## src/rtl/reg_file_scoreboard.sv

```systemverilog
// Register file with forwarding read ports, a per-register busy scoreboard,
// and dedicated SP, PC and condition-code registers.
module reg_file_scoreboard #(
  parameter int          DATA_W   = 16,
  parameter int          NUM_REGS = 8,
  parameter int          PC_W     = 32,
  parameter int          SP_W     = 32,
  parameter int          CCR_W    = 4,
  parameter int unsigned PC_RESET = 32,
  parameter int unsigned SP_RESET = 2047,
  parameter int unsigned SP_STEP  = 1,
  localparam int         ADDR_W   = $clog2(NUM_REGS)
) (
  input  logic              clk,
  input  logic              rst,
  input  logic [ADDR_W-1:0] rd_addr_a,
  input  logic [ADDR_W-1:0] rd_addr_b,
  output logic [DATA_W-1:0] rd_data_a,
  output logic [DATA_W-1:0] rd_data_b,
  output logic              rd_busy_a,
  output logic              rd_busy_b,
  input  logic              issue_valid,
  input  logic [ADDR_W-1:0] issue_addr,
  input  logic              wb0_en,
  input  logic [ADDR_W-1:0] wb0_addr,
  input  logic [DATA_W-1:0] wb0_data,
  input  logic              wb1_en,
  input  logic [ADDR_W-1:0] wb1_addr,
  input  logic [DATA_W-1:0] wb1_data,
  input  logic [1:0]        sp_op,
  input  logic [SP_W-1:0]   sp_load_data,
  output logic [SP_W-1:0]   sp_out,
  input  logic              pc_en,
  input  logic [PC_W-1:0]   pc_next,
  output logic [PC_W-1:0]   pc_out,
  input  logic [CCR_W-1:0]  ccr_mask,
  input  logic [CCR_W-1:0]  ccr_in,
  output logic [CCR_W-1:0]  ccr_out
);

  localparam logic [1:0] SP_HOLD = 2'b00;
  localparam logic [1:0] SP_PUSH = 2'b01;
  localparam logic [1:0] SP_POP  = 2'b10;
  localparam logic [1:0] SP_LOAD = 2'b11;

  logic [DATA_W-1:0]   regs [NUM_REGS];
  logic [NUM_REGS-1:0] busy;
  logic [SP_W-1:0]     sp_q;
  logic [PC_W-1:0]     pc_q;
  logic [CCR_W-1:0]    ccr_q;

  // Forwarding: wb1 carries the younger result, so it beats wb0 and storage.
  function automatic logic [DATA_W-1:0] read_port(input logic [ADDR_W-1:0] addr);
    if (wb1_en && wb1_addr == addr)      return wb1_data;
    else if (wb0_en && wb0_addr == addr) return wb0_data;
    else                                 return regs[addr];
  endfunction

  function automatic logic wb_hits(input logic [ADDR_W-1:0] addr);
    return (wb0_en && wb0_addr == addr) || (wb1_en && wb1_addr == addr);
  endfunction

  always_comb begin
    rd_data_a = read_port(rd_addr_a);
    rd_data_b = read_port(rd_addr_b);
    rd_busy_a = busy[rd_addr_a] && !wb_hits(rd_addr_a);
    rd_busy_b = busy[rd_addr_b] && !wb_hits(rd_addr_b);
  end

  // NOTE: the array is reset explicitly because stored values must read as 0
  // after reset; this keeps it in flops rather than a RAM macro.
  always_ff @(posedge clk) begin
    if (rst) begin
      for (int i = 0; i < NUM_REGS; i++) regs[i] <= '0;
      busy <= '0;
    end else begin
      // NOTE: non-blocking updates to the same target resolve last-wins, so
      // wb1 after wb0 gives it priority and issue after the clears keeps busy set.
      if (wb0_en) begin
        regs[wb0_addr] <= wb0_data;
        busy[wb0_addr] <= 1'b0;
      end
      if (wb1_en) begin
        regs[wb1_addr] <= wb1_data;
        busy[wb1_addr] <= 1'b0;
      end
      if (issue_valid) busy[issue_addr] <= 1'b1;
    end
  end

  always_ff @(posedge clk) begin
    if (rst) begin
      sp_q  <= SP_W'(SP_RESET);
      pc_q  <= PC_W'(PC_RESET);
      ccr_q <= '0;
    end else begin
      case (sp_op)
        SP_PUSH: sp_q <= sp_q - SP_W'(SP_STEP);
        SP_POP:  sp_q <= sp_q + SP_W'(SP_STEP);
        SP_LOAD: sp_q <= sp_load_data;
        default: sp_q <= sp_q;
      endcase
      if (pc_en) pc_q <= pc_next;
      ccr_q <= (ccr_q & ~ccr_mask) | (ccr_in & ccr_mask);
    end
  end

  assign sp_out  = sp_q;
  assign pc_out  = pc_q;
  assign ccr_out = ccr_q;

  logic unused_sp_hold;
  assign unused_sp_hold = (SP_HOLD == 2'b00);

endmodule

```

## config.mk

```make
export PLATFORM = sky130hd
export DESIGN_NAME = reg_file_scoreboard
export DESIGN_NICKNAME = d
export VERILOG_FILES = /design/src/rtl/reg_file_scoreboard.sv
export SDC_FILE = /design/constraint.sdc
export NUM_CORES = 1
export LEC_CHECK = 0
export BUFFER_PORTS_ARGS = -buffer_cell sky130_fd_sc_hd__buf_4
export CORE_ASPECT_RATIO = 1.1
export CORE_MARGIN = 2
export CORE_UTILIZATION = 52
export DETAILED_ROUTE_END_ITERATION = 7
export PLACE_DENSITY_LB_ADDON = 0.1
export SYNTH_ARGS = -nofsm -noshare
export SYNTH_HDL_FRONTEND = slang
export SYNTH_SLANG_ARGS = --single-unit
```

## constraint.sdc

```tcl
create_clock -name clk -period 3.5 [get_ports clk]
set_clock_uncertainty 0.05 [all_clocks]
set_input_delay 0.175 -clock clk [delete_from_list [all_inputs] [get_ports clk]]
set_output_delay 0.175 -clock clk [all_outputs]
set_load 0.03 [all_outputs]
```

---- Word-level counts from Yosys, hierarchy flattened ----
Memory sizes are Yosys's and may differ from the RTL's.
Cells that the tools add are included.
storage, ports and cells
  flip-flop bits (word level) ............. 76
  memory bits (writable) .................. 128
  bits of input ports ..................... 127
  output and inout port bits .............. 102
  memories kept ........................... 1
memory list
  memory  words  width  read ports  clocked after Yosys merged registers in  wr ports  line  RTL
  regs    8      16     2           0                                        8         46    logic [DATA_W-1:0] regs [NUM_REGS];
cells by class
  $add $sub $neg .......................... 2
  magnitude comparators ................... 8
  eq/ne operators ......................... 7
  mux-type cells .......................... 34
  bitwise gates (word level) .............. 9
  reduce and logical (&&, ||, !) cells .... 16
operators with widths
  operator                                                    number
  two-way mux 16 bit                                          6
  one-hot mux 32 bit (3 select lines)                         1
  two-way mux 8 bit                                           5
  adder 32 x 1 -> 32 bit, second input constant               1
  OR reduction 16 bit                                         2
  subtractor 32 x 1 -> 32 bit, second input constant          1
  less-than comparator 3 x 4 -> 1 bit, second input constant  5
  AND 8 bit                                                   2
  inverter 8 bit                                              2
  two-way mux 1 bit                                           15
  equality test 3 bit                                         4
  demux 1 bit (select 3 bit)                                  3
  >= comparator 3 x 1 -> 1 bit, second input constant         3
  logical AND 1 bit                                           9
  AND 4 bit                                                   2
  bitwise OR 8 bit                                            1
  binary-select mux 1 bit (select 3 bit)                      2
  two-way mux 3 bit                                           2
  equality test 2 bit, second input constant                  2
  inverter 4 bit                                              1
  bitwise OR 4 bit                                            1
  nonzero test 3 bit                                          1
  equality test 2 x 1 -> 1 bit, second input constant         1
  zero test 1 bit                                             2
  logical OR 1 bit                                            2

---- Longest topological paths before layout ----
  depth in word-level cells ............... 13
  gate-level depth with buffers ........... 13
  gate-level depth less buffers ........... 11

---- Least setup slack after synthesis ----
OpenSTA, ideal clock, no wires.
  kind .................................... input -> register
  from .................................... input port sp_op[1]
  to ...................................... register sp_q[31], in the netlist sp_out[31]
  library setup time ...................... 0.067 ns
  arrival ................................. 3.287 ns
  data required time ...................... 3.383 ns
  slack ................................... 0.095 ns
  stages on the path ...................... 11
  path buffers ............................ 1
  cell sequence ........................... clkbuf_1 nand2b_1 ha_1 o211ai_1 o211ai_2 nand3_1 a2111oi_2 nor2_2 o21ai_1 mux4_2 a21oi_2
between the ends
  longest elaborated chain between the ends .. 2
  elaborated cells on any way between the ends .. 5
ends and longest elaborated chain
  element                                                                    line  RTL
  start, declared                                                            30    input logic [1:0] sp_op,
  equality test 2 bit or equality test 2 x 1 -> 1 bit (tied branches)        97    case (sp_op)
  one-hot mux 32 bit (3 select lines) or nonzero test 3 bit (tied branches)  -
  end signal, assigned                                                       98    SP_PUSH: sp_q <= sp_q - SP_W'(SP_STEP);
  end signal, assigned                                                       99    SP_POP: sp_q <= sp_q + SP_W'(SP_STEP);
  end signal, assigned                                                       100   SP_LOAD: sp_q <= sp_load_data;
  end, declared                                                              48    logic [SP_W-1:0] sp_q;
Parallel ways exist; a longest one is shown, timed or not.
A chain may end at the register's enable or synchronous reset.

---- Final worst setup path ----
  from .................................... input port sp_op[0]
  to ...................................... register sp_q[24], in the netlist sp_out[24]
Same word-level chain as after synthesis.

==> qor.yml <==
finalSetupViolCount: 0
rows: 60
firstDrtPassIters: 5
die_y_um: 169
via_per_inst: 6.33
grt_pass1_wl_mm: 65.4
ff2ff_path_depth: 11
hold_end: "regs[4][15]"
post-route-min-period_ps: 3320
synthToLayoutAreaGrowth_pct: 31.0
antenna_found_initial: 2
min_from: "wb1_data[15]"
synth.yosys.seq_area_share_pct: 41.9
ir_drop_mv: 0.418
wl_mm: 42.3
maxCapViolations: 0
tns_ps: 0
r2r-start: "sp_out[0]"
grt_pass1_vias: 11700
die_x_um: 154
grt.overflow.total: 0
grt_max_degree: 50
start_util_pct: 52.6
critPathCaptureType: "flop"
rsz0062_at_grt: "no"
grt_use_total_pct: 32.1
ioPinCount: 229
totalPowerFinal_uw: 7900
dp_hpwl_mm: 26.2
final_hold_viol_count: 0
r2r_setup_slack_ps: 440
post-route-util_pct: 68.9
nets: 1643
synth_fp_nets: 1357
netlist-cell-type-count: 67
worstPathArrival_ps: 3690
clkTransAtPathRegs_ps: 60
relSlewSlack_pct: 20.6
required_ps: 3870
cts_buffers: 23
postRouteAntennaNets: 0
outcome: "completed"
p_per_area_nw_per_um2: 471
synth-edff-count: 128
final_area_um2: 16800
wl_per_cell_um: 23.4
post-route-period-util_pct: 94.9
port_buffers: 228
async_flop_share_pct: 0
finalMaxSlewViolations: 0
drcViolationCount: 0
synth_area_per_cell_um2: 10.7
core-area_um2: 24300
power_leakage_uw: 0.00681
worstSetupPathType: "in -> reg"
whs_path_depth: 2
tightestPinTransition_ps: 1190
ys_seq_elements: 204
cp-start-kind: "primary input"
placed_area_um2: 14800
cts-htree-levels: 1
cts.sinks: 204
route.vias.total: 11500
cts.path.max_buffers: 3
syn_area_um2: 12800
cts-root-buf: "clkbuf_16"
synth_ff_type: "edfxtp_1"
layout-drive-gt1-share_pct: 27.2
fmax_mhz: 301
place_congestion: 0.905
timing.rr.end: "sp_out[24]"
hold_path.class: "in -> reg"
synth_cells: 1196
clk_latency_ps: 530
path_max_fanout: 37
cts_tree: "built"
dieArea_um2: 25900
yosys_warnings: 0
first_iter_violations: 1134
[layout make-up]
type | count | area [um^2]
Sequential cell | 204 | 5370
Clock buffer | 28 | 614
Inverter | 24 | 90.1
Multi-Input combinational cell | 848 | 7020
Fill cell | 1803 | 7550
Tap cell | 310 | 388
Timing Repair Buffer | 381 | 3180
Antenna cell | 2 | 5.00
Clock inverter | 13 | 110
[stage by stage]
stage	worst slack (ps)	cells	hold slack, ps
2_1_floorplan	95.3	1196	240
3_3_place_gp	454	1644	345
3_5_place_dp	381	1644	348
4_1_cts	67.2	1808	0.123
5_1_grt	0.810	1810	13.7
6_report	178	1810	20.3
[metal layers]
metal  GRT usage (%)  up-vias  routed length, um
met2            57.3      537              21600
met1            39.9     5635              16100
met5               0        -                  0
met3            5.79       90               3530
met4            9.65        0               1080
li1                -     5197                  -
[placed cells by master, fill, tap and decap left out, drive strengths merged, types with 11 or more instances in the layout]
cell type	n
buf	258
nand3	20
dfxtp	76
nor3	14
mux2i	74
ha	33
edfxtp	128
a21oi	36
mux4	69
nand2	106
xor2	12
clkbuf	28
inv	24
a22oi	11
dlygate4sd3	123
o22ai	16
nor2	86
xnor2	18
o21ai	99
a22o	129
a21o	14
[cell families (layout without fill, tap and decap cells)]
logic type               after synthesis  count (layout)  synth area share [%]
AO/OA/AOI/OAI                        360             360                  20.2
AND/OR/NAND/NOR                      281             281                  9.95
flip-flops                           204             204                  41.9
buffers and inverters                144             446                  4.57
multiplexers                         143             143                  17.9
adder cells (fa/ha/maj)               34              34                  3.38
XOR/XNOR                              30              30                  2.05
other                                  0               2                     0
[worst max-delay path by stage]
stage	startpoint	endpoint	slack, ps	cells past startpoint
finish	sp_op[0]	sp_out[24]	180	14
global route	sp_op[0]	sp_out[27]	0.8	14
CTS	sp_op[0]	sp_out[24]	70	14
detailed placement	sp_op[0]	sp_out[31]	380	12
global placement	sp_op[0]	sp_out[31]	450	12
floorplan	sp_op[1]	sp_out[31]	100	11
[synth_stat cells, types with 16 or more instances]
cell type | n | area (um^2)
a22o_1 | 129 | 1130
edfxtp_1 | 128 | 3840
nand2_1 | 106 | 398
o21ai_0 | 95 | 475
nor2_1 | 85 | 319
dfxtp_1 | 76 | 1520
clkbuf_1 | 75 | 282
mux2i_1 | 74 | 741
mux4_2 | 69 | 1550
a21oi_1 | 35 | 175
ha_1 | 33 | 413
buf_1 | 24 | 90.1
inv_1 | 23 | 86.3
nand3_1 | 20 | 100
xnor2_1 | 18 | 158
buf_2 | 16 | 80.1
o22ai_1 | 16 | 100
[sequential cells by signal, indices dropped and copies added (netlist names), named ones only]
signal,flops
busy,8
pc_out,32
regs,128
sp_out,32
[worst max-delay path, stage by stage]
cell	delay, ps
dlygate4sd3_1	540
buf_4	170
nand2b_1	180
buf_12	200
ha_1	360
a21o_1	210
a21oi_1	220
o211a_1	240
a21oi_1	110
o21ai_2	250
mux2i_1	110
o31ai_1	240
o31ai_1	100
dlygate4sd3_1	560
[repair_timing]
| action | 4_1_cts | 5_1_grt |
|---|---|---|
| setup endpoints to repair | 0 | 1 |
| buffers inserted | 0 | 0 |
| hold buffers | 123 | 0 |
| endpoints found under the hold margin | 191 | 0 |
| gates resized for setup | 0 | 3 |
[power by group]
part	switching [uW]	internal, uW	total, uW	leakage [uW]
Sequential	147	2780	2930	0.00189
Clock	1030	1330	2360	0.000352
Combinational	1480	1130	2610	0.00457
Total	2660	5240	7900	0.00681
(Power assumes the default switching activity.)
